==> src/rtl/vga_pkg.sv <==
// Shared raster-timing constants and helpers for the video chain.
// Defaults describe 1024x768@60 on a 65 MHz pixel clock.
package vga_pkg;

    localparam int HCW = 11;
    localparam int VCW = 10;
    localparam int FCW = 16;

    localparam int DEF_H_ACTIVE = 1024;
    localparam int DEF_H_FP     = 24;
    localparam int DEF_H_SYNC   = 136;
    localparam int DEF_H_BP     = 160;
    localparam int DEF_V_ACTIVE = 768;
    localparam int DEF_V_FP     = 3;
    localparam int DEF_V_SYNC   = 6;
    localparam int DEF_V_BP     = 29;

    localparam int DEF_H_TOTAL =
        DEF_H_ACTIVE + DEF_H_FP + DEF_H_SYNC + DEF_H_BP;
    localparam int DEF_V_TOTAL =
        DEF_V_ACTIVE + DEF_V_FP + DEF_V_SYNC + DEF_V_BP;

    localparam int DEF_HS_START = DEF_H_ACTIVE + DEF_H_FP;
    localparam int DEF_HS_END   = DEF_HS_START + DEF_H_SYNC - 1;
    localparam int DEF_VS_START = DEF_V_ACTIVE + DEF_V_FP;
    localparam int DEF_VS_END   = DEF_VS_START + DEF_V_SYNC - 1;

    typedef struct packed {
        logic hblnk;
        logic vblnk;
        logic hsync;
        logic vsync;
        logic line_start;
        logic frame_start;
    } flags_t;

    function automatic logic sync_level(
        input logic active,
        input logic pol
    );
        return active ? pol : ~pol;
    endfunction

endpackage

==> src/rtl/vga_timing_if.sv <==
// Raster timing bundle: pixel enable in, counters/flags/strobes out.
interface vga_timing_if;
    import vga_pkg::*;

    logic           ce;
    logic [HCW-1:0] hcount_out;
    logic [VCW-1:0] vcount_out;
    logic           hblnk_out;
    logic           vblnk_out;
    logic           hsync_out;
    logic           vsync_out;
    logic           line_start;
    logic           frame_start;
    logic [FCW-1:0] frame_cnt;
    logic           hsync_dly;
    logic           vsync_dly;

    modport master (
        input  ce,
        output hcount_out,
        output vcount_out,
        output hblnk_out,
        output vblnk_out,
        output hsync_out,
        output vsync_out,
        output line_start,
        output frame_start,
        output frame_cnt,
        output hsync_dly,
        output vsync_dly
    );

    modport slave (
        output ce,
        input  hcount_out,
        input  vcount_out,
        input  hblnk_out,
        input  vblnk_out,
        input  hsync_out,
        input  vsync_out,
        input  line_start,
        input  frame_start,
        input  frame_cnt,
        input  hsync_dly,
        input  vsync_dly
    );

endinterface

==> src/rtl/sync_delay_line.sv <==
// Per-clk shift register keeping sync aligned with registered RGB stages.
module sync_delay_line #(
    parameter int                DEPTH   = 1,
    parameter int                WIDTH   = 1,
    parameter logic [WIDTH-1:0]  RST_VAL = '0
) (
    input  logic             clk,
    input  logic             rst,
    input  logic [WIDTH-1:0] d,
    output logic [WIDTH-1:0] q
);

    generate
        if (DEPTH == 0) begin : g_pass
            assign q = d;
        end else begin : g_pipe
            logic [WIDTH-1:0] stage [DEPTH];

            always_ff @(posedge clk) begin
                if (rst) begin
                    for (int i = 0; i < DEPTH; i++) begin
                        stage[i] <= RST_VAL;
                    end
                end else begin
                    stage[0] <= d;
                    for (int i = 1; i < DEPTH; i++) begin
                        stage[i] <= stage[i-1];
                    end
                end
            end

            assign q = stage[DEPTH-1];
        end
    endgenerate

endmodule

==> src/rtl/vga_timing.sv <==
// Raster timing generator: pixel/line counters, blanking, syncs, strobes.
// Flags are decoded from next-count values so they register alongside it.
module vga_timing
    import vga_pkg::*;
#(
    parameter int H_ACTIVE   = DEF_H_ACTIVE,
    parameter int H_FP       = DEF_H_FP,
    parameter int H_SYNC     = DEF_H_SYNC,
    parameter int H_BP       = DEF_H_BP,
    parameter int V_ACTIVE   = DEF_V_ACTIVE,
    parameter int V_FP       = DEF_V_FP,
    parameter int V_SYNC     = DEF_V_SYNC,
    parameter int V_BP       = DEF_V_BP,
    parameter bit HS_POL     = 1'b0,
    parameter bit VS_POL     = 1'b0,
    parameter int SYNC_DELAY = 1
) (
    input  logic         clk,
    input  logic         rst,
    vga_timing_if.master bus
);

    localparam int H_TOTAL = H_ACTIVE + H_FP + H_SYNC + H_BP;
    localparam int V_TOTAL = V_ACTIVE + V_FP + V_SYNC + V_BP;

    localparam logic [HCW-1:0] H_LAST   = HCW'(H_TOTAL - 1);
    localparam logic [HCW-1:0] H_BLANK  = HCW'(H_ACTIVE);
    localparam logic [HCW-1:0] HS_START = HCW'(H_ACTIVE + H_FP);
    localparam logic [HCW-1:0] HS_END   = HCW'(H_ACTIVE + H_FP + H_SYNC - 1);

    localparam logic [VCW-1:0] V_LAST   = VCW'(V_TOTAL - 1);
    localparam logic [VCW-1:0] V_BLANK  = VCW'(V_ACTIVE);
    localparam logic [VCW-1:0] VS_START = VCW'(V_ACTIVE + V_FP);
    localparam logic [VCW-1:0] VS_END   = VCW'(V_ACTIVE + V_FP + V_SYNC - 1);

    localparam flags_t FLAGS_RST = '{
        hblnk:       1'b0,
        vblnk:       1'b0,
        hsync:       ~HS_POL,
        vsync:       ~VS_POL,
        line_start:  1'b0,
        frame_start: 1'b0
    };

    logic [HCW-1:0] h_q, h_d;
    logic [VCW-1:0] v_q, v_d;
    logic [FCW-1:0] fcnt_q, fcnt_d;
    flags_t         flags_q, flags_d;
    logic           h_wrap, v_wrap;
    logic [1:0]     sync_dly;

    assign h_wrap = (h_q == H_LAST);
    assign v_wrap = (v_q == V_LAST);

    always_comb begin
        h_d    = h_q;
        v_d    = v_q;
        fcnt_d = fcnt_q;
        if (bus.ce) begin
            h_d = h_wrap ? '0 : h_q + HCW'(1);
            if (h_wrap) begin
                v_d = v_wrap ? '0 : v_q + VCW'(1);
            end
            if (h_wrap && v_wrap) begin
                fcnt_d = fcnt_q + FCW'(1);
            end
        end
    end

    // Holding ce low keeps h_d/v_d steady, so the level flags hold too.
    always_comb begin
        flags_d             = FLAGS_RST;
        flags_d.hblnk       = (h_d >= H_BLANK);
        flags_d.vblnk       = (v_d >= V_BLANK);
        flags_d.hsync       = sync_level(
                                  (h_d >= HS_START) && (h_d <= HS_END),
                                  HS_POL);
        flags_d.vsync       = sync_level(
                                  (v_d >= VS_START) && (v_d <= VS_END),
                                  VS_POL);
        flags_d.line_start  = bus.ce && h_wrap;
        flags_d.frame_start = bus.ce && h_wrap && v_wrap;
    end

    always_ff @(posedge clk) begin
        if (rst) begin
            h_q     <= '0;
            v_q     <= '0;
            fcnt_q  <= '0;
            flags_q <= FLAGS_RST;
        end else begin
            h_q     <= h_d;
            v_q     <= v_d;
            fcnt_q  <= fcnt_d;
            flags_q <= flags_d;
        end
    end

    sync_delay_line #(
        .DEPTH   (SYNC_DELAY),
        .WIDTH   (2),
        .RST_VAL ({~HS_POL, ~VS_POL})
    ) u_sync_dly (
        .clk (clk),
        .rst (rst),
        .d   ({flags_q.hsync, flags_q.vsync}),
        .q   (sync_dly)
    );

    assign bus.hcount_out  = h_q;
    assign bus.vcount_out  = v_q;
    assign bus.hblnk_out   = flags_q.hblnk;
    assign bus.vblnk_out   = flags_q.vblnk;
    assign bus.hsync_out   = flags_q.hsync;
    assign bus.vsync_out   = flags_q.vsync;
    assign bus.line_start  = flags_q.line_start;
    assign bus.frame_start = flags_q.frame_start;
    assign bus.frame_cnt   = fcnt_q;
    assign bus.hsync_dly   = sync_dly[1];
    assign bus.vsync_dly   = sync_dly[0];

endmodule

==> src/flat_wrapper.sv <==
// flat-port wrapper written by rule: the top's interface ports become plain ports
module vga_timing_flat import vga_pkg::*;
#(
    parameter int H_ACTIVE   = DEF_H_ACTIVE,
    parameter int H_FP       = DEF_H_FP,
    parameter int H_SYNC     = DEF_H_SYNC,
    parameter int H_BP       = DEF_H_BP,
    parameter int V_ACTIVE   = DEF_V_ACTIVE,
    parameter int V_FP       = DEF_V_FP,
    parameter int V_SYNC     = DEF_V_SYNC,
    parameter int V_BP       = DEF_V_BP,
    parameter bit HS_POL     = 1'b0,
    parameter bit VS_POL     = 1'b0,
    parameter int SYNC_DELAY = 1
)
  (clk, rst, bus_ce, bus_hcount_out, bus_vcount_out, bus_hblnk_out, bus_vblnk_out, bus_hsync_out, bus_vsync_out, bus_line_start, bus_frame_start, bus_frame_cnt, bus_hsync_dly, bus_vsync_dly);
  vga_timing_if bus_i ();
  input  logic clk;
  input  logic rst;
  input wire logic [$bits(bus_i.ce)-1:0] bus_ce;
  output wire logic [$bits(bus_i.hcount_out)-1:0] bus_hcount_out;
  output wire logic [$bits(bus_i.vcount_out)-1:0] bus_vcount_out;
  output wire logic [$bits(bus_i.hblnk_out)-1:0] bus_hblnk_out;
  output wire logic [$bits(bus_i.vblnk_out)-1:0] bus_vblnk_out;
  output wire logic [$bits(bus_i.hsync_out)-1:0] bus_hsync_out;
  output wire logic [$bits(bus_i.vsync_out)-1:0] bus_vsync_out;
  output wire logic [$bits(bus_i.line_start)-1:0] bus_line_start;
  output wire logic [$bits(bus_i.frame_start)-1:0] bus_frame_start;
  output wire logic [$bits(bus_i.frame_cnt)-1:0] bus_frame_cnt;
  output wire logic [$bits(bus_i.hsync_dly)-1:0] bus_hsync_dly;
  output wire logic [$bits(bus_i.vsync_dly)-1:0] bus_vsync_dly;
  assign bus_i.ce = bus_ce;
  assign bus_hcount_out = bus_i.hcount_out;
  assign bus_vcount_out = bus_i.vcount_out;
  assign bus_hblnk_out = bus_i.hblnk_out;
  assign bus_vblnk_out = bus_i.vblnk_out;
  assign bus_hsync_out = bus_i.hsync_out;
  assign bus_vsync_out = bus_i.vsync_out;
  assign bus_line_start = bus_i.line_start;
  assign bus_frame_start = bus_i.frame_start;
  assign bus_frame_cnt = bus_i.frame_cnt;
  assign bus_hsync_dly = bus_i.hsync_dly;
  assign bus_vsync_dly = bus_i.vsync_dly;
  vga_timing #(.H_ACTIVE(H_ACTIVE), .H_FP(H_FP), .H_SYNC(H_SYNC), .H_BP(H_BP), .V_ACTIVE(V_ACTIVE), .V_FP(V_FP), .V_SYNC(V_SYNC), .V_BP(V_BP), .HS_POL(HS_POL), .VS_POL(VS_POL), .SYNC_DELAY(SYNC_DELAY)) u_core (.clk(clk), .rst(rst), .bus(bus_i));
endmodule
==> config.mk <==
export PLATFORM = sky130hd
export DESIGN_NAME = vga_timing_flat
export DESIGN_NICKNAME = d
export VERILOG_FILES = /design/src/rtl/vga_pkg.sv /design/src/rtl/vga_timing_if.sv /design/src/rtl/sync_delay_line.sv /design/src/rtl/vga_timing.sv /design/src/flat_wrapper.sv
export SDC_FILE = /design/constraint.sdc
export NUM_CORES = 1
export LEC_CHECK = 0
export CAP_MARGIN = 10
export CORE_MARGIN = 2
export CORE_UTILIZATION = 34
export CTS_CLUSTER_DIAMETER = 80
export DETAILED_ROUTE_END_ITERATION = 10
export GPL_TIMING_DRIVEN = 0
export PLACE_DENSITY = 0.61
export SLEW_MARGIN = 25
export SYNTH_ARGS = -nofsm -noshare
export SYNTH_HDL_FRONTEND = slang
export SYNTH_SLANG_ARGS = --single-unit
==> constraint.sdc <==
create_clock -name clk -period 2.7 [get_ports clk]
set_input_delay 0.405 -clock clk [delete_from_list [all_inputs] [get_ports clk]]
set_output_delay 0.405 -clock clk [all_outputs]
set_load 0.1 [all_outputs]
Word level (Yosys, flattened, before mapping):

Memory sizes are Yosys's and may differ from the RTL's.
Index checks and enable logic that the tools add are counted.

* add/sub/neg operators: 3
* magnitude comparators: 6
* equal/unequal tests: 2
* mux-type cells: 12
* reduce and logical (&&, ||, !) cells: 7

Operator list (number)
* $mux W10: 3
* $ge A11 B11 Y1 const B: 2
* $mux W11: 2
* $ge A10 B10 Y1 const B: 2
* $add A16 B1 Y16 const B: 1
* $add A11 B1 Y11 const B: 1
* $eq A11 B11 Y1 const B: 1
* $le A11 B11 Y1 const B: 1
* $add A10 B1 Y10 const B: 1
* $eq A10 B10 Y1 const B: 1
* $le A10 B10 Y1 const B: 1
* $mux W1: 6
* $logic_and A1 B1 Y1: 5
* $mux W2: 1
* $reduce_and A2 Y1: 1
* $reduce_or A2 Y1: 1

* flip-flop bits (word level): 43
* memory bits (writable): 2
* output and inout port bits: 45
* memories: 1

Memories
* u_core.u_sync_dly.g_pipe.stage: words 1, width 2, rd ports 1, clocked after memory_dff 0, write ports 1, line sync_delay_line.sv:17 `logic [WIDTH-1:0] stage [DEPTH];`

Longest topological paths before layout:

Gate-level depths: netlist of run 1.

* depth after elaboration: 7
* depth in mapped cells: 9

Modules after synthesis:

Synthesis of run 1 repeated with hierarchy kept, for this count alone.

* cell total of the unflattened synthesis: 247
* area, all modules: 2142.1 µm²

By module, submodules not included
* vga_timing: instances 1, cells each 243, area an instance 2089.5 µm², sequential area each 840.8 µm²
* sync_delay_line: instances 1, cells each 4, area an instance 52.6 µm², sequential area each 40.0 µm²

Least setup slack after synthesis of run 1:

OpenSTA, ideal clock, no wires.

* path type: register -> register
* from: register u_core.h_q[0], in the netlist u_core.bus.hcount_out[0]
* to: register u_core.flags_q (netlist bit u_core.bus.vsync_out)
* setup time: 64 ps
* data arrival time: 2980 ps
* setup slack: -343 ps
* stages on the path, launching flop included: 10
* clock period less this slack: 3043 ps
* cell sequence: dfxtp_1 ha_1 nand2_1 or4_4 buf_6 buf_2 nor3b_1 a21oi_1 a31o_2 nand4_2

* word-level cells in the longest chain between the ends: 6

RTL lines
* start, declared: line vga_timing.sv:45 `logic [HCW-1:0] h_q, h_d;`
* start signal, assigned: line vga_timing.sv:87 `h_q <= '0;`
* start signal, assigned: line vga_timing.sv:92 `h_q <= h_d;`
* $eq A11 B11 Y1 (*): line vga_timing.sv:52 `assign h_wrap = (h_q == H_LAST);`
* $mux W10 (*): line vga_timing.sv:61 `if (h_wrap) begin`
* $mux W10 (*): line vga_timing.sv:59 `if (bus.ce) begin`
* $ge A10 B10 Y1 or $le A10 B10 Y1 (tied branches): line vga_timing.sv:79 `(v_d >= VS_START) && (v_d <= VS_END),`
* $logic_and A1 B1 Y1 (*): line vga_timing.sv:79
* $mux W1 (*): line vga_pkg.sv:41 `return active ? pol : ~pol;`
* end signal, assigned: line vga_timing.sv:95 `flags_q <= flags_d;`
* end, declared: line vga_timing.sv:48 `flags_t flags_q, flags_d;`

Mark *: on every way between the ends. The rest lies on a longest branch, timed or not.
A chain may end at the register's enable or synchronous reset.

Final worst setup path of run 1:

* from: register u_core.v_q[0], in the netlist u_core.bus.vcount_out[0]
* to: output bus_vcount_out[0]

RTL lines
* start, declared: line vga_timing.sv:46 `logic [VCW-1:0] v_q, v_d;`
* start signal, assigned: line vga_timing.sv:93 `v_q <= v_d;`
* end, declared: line flat_wrapper.sv:22 `output wire logic [$bits(bus_i.vcount_out)-1:0] bus_vcount_out;`

No word-level cell between the ends.

==> flow_summary.json, run 1 <==
{
  "first_pass_iters": 4,
  "worstHoldStart": "bus_ce",
  "dieWidth_um": 83.9,
  "status": "finished, final reports clean",
  "required_ps": 2300,
  "cts_max_level": 2,
  "cts_resized": 0,
  "coreArea_um2": 6280,
  "dpl.cell_count": 365,
  "fillCellCount": 633,
  "timing.rr.start": "u_core.bus.hcount_out[0]",
  "slowest_delay_ps": 1210,
  "clock.fmax_mhz": 407,
  "critPathKind": "reg2out",
  "routed_via_density": 5.03,
  "overflow": 0,
  "rows": 29,
  "yosys-top-cells-area": "dfxtp_1 41%, xor2_1 6.9%, nor2_1 6.2%",
  "place.gp.congestion": 0.787,
  "die_height_um": 83.9,
  "yosys_warnings": 0,
  "yosys.area.top_type": "dfxtp_1",
  "route.detailed.drc": 0,
  "final_util_pct": 45.3,
  "cpMaxStageDelayCell": "clkdlybuf4s50_1",
  "design_area_um2": 2840,
  "drive_gt1_share_pct": 11.8,
  "synthCells": 243,
  "critPathTopFamily": "buffers and inverters",
  "rsz0062_at_grt": "false",
  "hpwl_mm": 3.59,
  "hold_viol": 0,
  "hold_buffers": 0,
  "cts_tree": "yes",
  "yosysSeqAreaShare_pct": 41.5,
  "ys_types": 42,
  "diodes": 0,
  "netlist_area_um2": 2170,
  "ant_nets": 0,
  "synth_nets": 250,
  "path_buf_inv": 1,
  "drt_wl_total_mm": 4.88,
  "setup_violations": 0,
  "tns_ps": 0,
  "cp.arrival_ps": 2050,
  "setup_slack_ps": 244,
  "p_per_area_nw_per_um2": 435,
  "max-vdd-ir-drop_uv": 189,
  "grt_first_pass_wirelength_mm": 8.52,
  "cts.sinks": 45,
  "drt_iter0_markers": 76,
  "port_buffers": 45,
  "antenna_found_initial": 0,
  "syn_area_per_cell_um2": 8.93,
  "clkTransAtPathRegs_ps": 90,
  "critical_path_depth": 1,
  "crit_chain": "clkdlybuf4s50_1",
  "root_buffer": "clkbuf_8",
  "power.leakage_nw": 0.996,
  "relSlewSlack_pct": 34.4,
  "startpoint_type": "register",
  "vias": 1877,
  "place_ws_ps": 287,
  "synthFlopType": "dfxtp_1",
  "yosys.area.top_type_share_pct": 41.5,
  "grt_pass1_vias": 1772,
  "synth-seq-cells": 45,
  "initial_utilization_pct": 34.6,
  "crit_path_end_kind": "output port",
  "worstSkewPairLatency_ps": 300,
  "r2r_slack_ps": 280,
  "grt_use_total_pct": 14.4,
  "final_common_cell": "clkdlybuf4s50_1",
  "max_slew.worst_pin.slew_ps": 982,
  "reg2reg_depth": 9,
  "grt_max_degree": 16,
  "syn_to_final_growth_pct": 31.0,
  "dieArea_um2": 7040,
  "hold_class": "in2reg",
  "maxSlewViolCount": 0,
  "num-nets-final": 302,
  "cts_buffers": 5,
  "synthArstFlopShare_pct": 0,
  "placed_area_um2": 2730,
  "skew_ps": 4.65,
  "holdPathEnd": "u_core.bus.hcount_out[1]",
  "synth-edff-count": 0,
  "post-cts-setup-buffer-count": 0,
  "finalCriticalPeriod_ps": 2460,
  "cts_max_path_buffers": 2,
  "boundaryPins": 48,
  "path_max_fanout": 11,
  "most-common-layout-cells": "45 x clkdlybuf4s50_1, 37 x dfxtp_1, 36 x nor2_1, 17 x xor2_1",
  "hold_depth": 3,
  "wire_per_inst_um": 13.1,
  "reg2reg_to": "u_core.bus.vsync_out",
  "maxCapViolCount": 0,
  "finalCritPeriodShare_pct": 91.0,
  "finalNonFillerCells": 373
}
registers in the layout, indices dropped and copies added, names as in the netlist:
signal and count:
u_core.bus.vblnk_out 1, u_core.bus.vsync_out 1, u_core.bus.vcount_out 10, u_core.bus.frame_start 1, u_core.bus.hcount_out 11, u_core.bus.line_start 1
u_core.bus.frame_cnt 16, u_core.bus.hblnk_out 1, u_core.u_sync_dly.g_pipe.stage 2, u_core.bus.hsync_out 1
metal layers:
| metal | track usage [%] | wire [um] | vias up |
|---|---|---|---|
| met4 | 4.11 | 56 | 0 |
| met1 | 19.5 | 2390 | 868 |
| met2 | 22.6 | 2210 | 48 |
| met3 | 3.86 | 229 | 6 |
| li1 | - | - | 955 |
| met5 | 0 | 0 | - |
report_power, final:
| part | leakage [nW] | switching, mW | internal [mW] |
|---|---|---|---|
| clock | 0.0543 | 0.245 | 0.277 |
| combinational | 0.575 | 0.0343 | 0.0105 |
| sequential | 0.367 | 0.00300 | 0.666 |
| total | 0.996 | 0.283 | 0.953 |
cell type report:
type | instances | area [um2] | share of cell area (%)
repair buffers | 45 | 450 | 15.8
multi-input cells | 182 | 1190 | 42.0
flip-flops and latches | 45 | 911 | 32.0
clock buffers | 5 | 68.8 | 2.42
inverters | 4 | 15.0 | 0.528
clock inverters | 3 | 46.3 | 1.63
plain buffers | 12 | 61.3 | 2.16
well taps | 77 | 96.3 | 3.39
tightest hold or removal path, stage by stage:
cell     delay, ps
buf_4          150
nand3_1         80
a21oi_1         60
cell usage after synthesis (4+ instances only):
master and n:
nand2_1 15, nor2_1 36, or3_1 4, inv_1 4, o21ai_0 7, nor3_1 9, a21oi_1 10, and3_1 6
nand4_1 11, xor2_1 17, clkbuf_1 6, ha_1 4, nand3_1 15, and4_1 5, xnor2_1 10, dfxtp_1 45
logic make-up after synthesis:
logic type,Yosys count,share of synthesized area [%]
AND/OR/NAND/NOR,126,34.7
flip-flops,45,41.5
XOR/XNOR,27,10.9
AO/OA/AOI/OAI,22,5.71
buffers and inverters,16,3.52
adder cells (fa/ha/maj),4,2.31
multiplexers,3,1.38
metrics by stage:
stage / total power, mW / hold WS [ps]
after floorplan: 0.718 / 704
after global placement: 0.729 / 455
after detailed placement: 0.730 / 458
after CTS: 1.26 / 419
after global routing: 1.29 / 428
final: 1.24 / 435
worst max-delay path by stage:
stage | start | endpoint
after floorplan | u_core.bus.hcount_out[0] | u_core.bus.vsync_out
after global placement | u_core.bus.hcount_out[0] | u_core.bus.vsync_out
after detailed placement | u_core.bus.hcount_out[0] | u_core.bus.vsync_out
after CTS | u_core.bus.vcount_out[0] | bus_vcount_out[0]
after global routing | u_core.bus.hcount_out[0] | u_core.bus.frame_cnt[8]
final | u_core.bus.vcount_out[0] | bus_vcount_out[0]
Power figures use the tool's default switching activity.
==> run 2: changes to the inputs <==
--- a/config.mk
+++ b/config.mk
@@ -12,6 +12,7 @@
 export DETAILED_ROUTE_END_ITERATION = 10
 export GPL_TIMING_DRIVEN = 0
 export PLACE_DENSITY = 0.61
+export SETUP_SLACK_MARGIN = 0.4
 export SLEW_MARGIN = 25
 export SYNTH_ARGS = -nofsm -noshare
 export SYNTH_HDL_FRONTEND = slang
==> run 2 against run 1 <==
Wire length increased by 1.3%. Largest cell class unchanged. Highest routed layer unchanged. Combinational power up 4.7%. Setup slack improved by 210 ps. Critical endpoint is now bus_hcount_out[4]. Largest power group unchanged.
==> flow_summary.json, run 2 (same netlist as run 1, synthesis figures left out) <==
{
  "slowest_delay_ps": 1140,
  "finalNonFillerCells": 374,
  "tns_ps": 0,
  "first_pass_iters": 4,
  "critPathKind": "reg2out",
  "required_ps": 2300,
  "initial_utilization_pct": 34.6,
  "routed_via_density": 5.06,
  "route.detailed.drc": 0,
  "hold_viol": 0,
  "coreArea_um2": 6280,
  "met1_length_mm": 2.45,
  "most-common-layout-cells": "36 x nor2_1, 30 x clkdlybuf4s50_1, 27 x dfxtp_1, 17 x xor2_1, 15 x nand3_1",
  "skew_ps": 8.23,
  "cp.arrival_ps": 1840,
  "relSlewSlack_pct": 34.7,
  "fillCellCount": 611,
  "worstSkewPairLatency_ps": 300,
  "path_max_fanout": 7,
  "r2r_slack_ps": 500,
  "drive_gt1_share_pct": 16.8,
  "ant_nets": 0,
  "hold_class": "in2reg",
  "dieArea_um2": 7040,
  "grt_max_degree": 15,
  "top_layer": "met4",
  "num-nets-final": 303,
  "startpoint_type": "register",
  "hold_depth": 3,
  "overflow": 0,
  "wl_met2_mm": 2.22,
  "timing.rr.start": "u_core.bus.hcount_out[7]",
  "status": "finished, final reports clean",
  "maxSlewViolCount": 0,
  "boundaryPins": 48,
  "grt_pass1_vias": 1706,
  "critical_path_depth": 1,
  "wl_met3_um": 218,
  "place.gp.congestion": 0.759,
  "wire_per_inst_um": 13.2,
  "cpMaxStageDelayCell": "clkdlybuf4s50_1",
  "antenna_found_initial": 0,
  "grt_first_pass_wirelength_mm": 8.33,
  "finalCriticalPeriod_ps": 2250,
  "crit_chain": "clkdlybuf4s50_1",
  "design_area_um2": 2960,
  "startpoint": "u_core.bus.hcount_out[4]",
  "largest_reg_flops": 16,
  "endpoint": "bus_hcount_out[4]",
  "diodes": 0,
  "maxCapViolCount": 0,
  "max-vdd-ir-drop_uv": 172,
  "die_height_um": 83.9,
  "path_buf_inv": 1,
  "rsz0062_at_grt": "true",
  "root_buffer": "clkbuf_8",
  "max_slew.worst_pin.slew_ps": 976,
  "hpwl_mm": 3.53,
  "finalCritPeriodShare_pct": 83.2,
  "vias": 1894,
  "cts.sinks": 45,
  "final_common_cell": "nor2_1",
  "setup_violations": 0,
  "port_buffers": 45,
  "reg2reg_depth": 8,
  "dieWidth_um": 83.9,
  "cts_tree": "yes",
  "cts_max_level": 2,
  "p_per_area_nw_per_um2": 407,
  "clock.fmax_mhz": 445,
  "grt_use_total_pct": 14.6,
  "dpl.cell_count": 365,
  "drt_wl_total_mm": 4.94,
  "syn_to_final_growth_pct": 36.3,
  "drt_iter0_markers": 84,
  "reg2reg_to": "u_core.bus.vsync_out",
  "rows": 29,
  "placed_area_um2": 2790,
  "cts_buffers": 5,
  "power.leakage_nw": 1.24,
  "cts_max_path_buffers": 2,
  "clkTransAtPathRegs_ps": 90,
  "critPathTopFamily": "buffers and inverters",
  "crit_path_end_kind": "output port"
}
run 2: cell count changes in the layout (fill, tap and decap cells not counted), moves of 4 or more:
cell             delta
clkdlybuf4s50_1    -15
dlymetal6s2s_1     +11
dfxtp_1            -10
dlygate4sd2_1       +4
dfxtp_4            +10
run 2: layout make-up:
cell class / instances / area (um2) / area share (%)
multi-input cells: 182 / 1230 / 41.6
flip-flops and latches: 45 / 948 / 32.1
repair buffers: 46 / 480 / 16.2
clock buffers: 7 / 108 / 3.64
well taps: 77 / 96.3 / 3.26
plain buffers: 12 / 75.1 / 2.54
inverters: 4 / 15.0 / 0.507
clock inverters: 1 / 6.26 / 0.211
run 2: what timing repair did:
| item | in CTS | in global routing |
|---|---|---|
| hold buffers | 0 | 0 |
| endpoints found under the setup margin | 5 | 17 |
| buffers inserted | 1 | 0 |
| gates resized for setup | 4 | 14 |
| pin swaps | 1 | 0 |
run 2: layer usage:
layer  global-route usage (%)  vias to the layer above
li1                         -                      960
met1                     20.9                      882
met2                     21.8                       46
met3                     3.46                        6
met4                     3.96                        0
met5                        0                        -
run 2: worst register-to-register path, delay by kind of cell (launching register included):
family / cells / cell delay, ps
AND/OR/NAND/NOR: 5 / 1250
buffers and inverters: 2 / 310
XOR/XNOR: 1 / 160
flip-flops: 1 / 350
run 2: through the flow:
stage	util (%)	setup WS [ps]	hold WS, ps	total power, mW
floorplan	-	396	638	0.712
global placement	44.5	386	422	0.723
detailed placement	44.5	372	425	0.724
CTS	46.3	400	414	1.23
global route	47.1	361	435	1.27
finish	47.1	454	423	1.21
run 2: worst min path at each step:
stage                                         from                                   end
after detailed placement      u_core.bus.hsync_out  u_core.u_sync_dly.g_pipe.stage[0][1]
after CTS                                   bus_ce              u_core.bus.hcount_out[1]
after global routing                        bus_ce              u_core.bus.hcount_out[1]
after floorplan           u_core.bus.hcount_out[1]              u_core.bus.hcount_out[1]
final                                       bus_ce              u_core.bus.hcount_out[1]
after global placement        u_core.bus.hsync_out  u_core.u_sync_dly.g_pipe.stage[0][1]
run 2: report_power, final:
part           internal (mW)  total (mW)  switching [mW]
Combinational         0.0117      0.0469          0.0352
Clock                  0.265       0.498           0.233
Sequential             0.657       0.661         0.00403
Total                  0.933        1.21           0.272
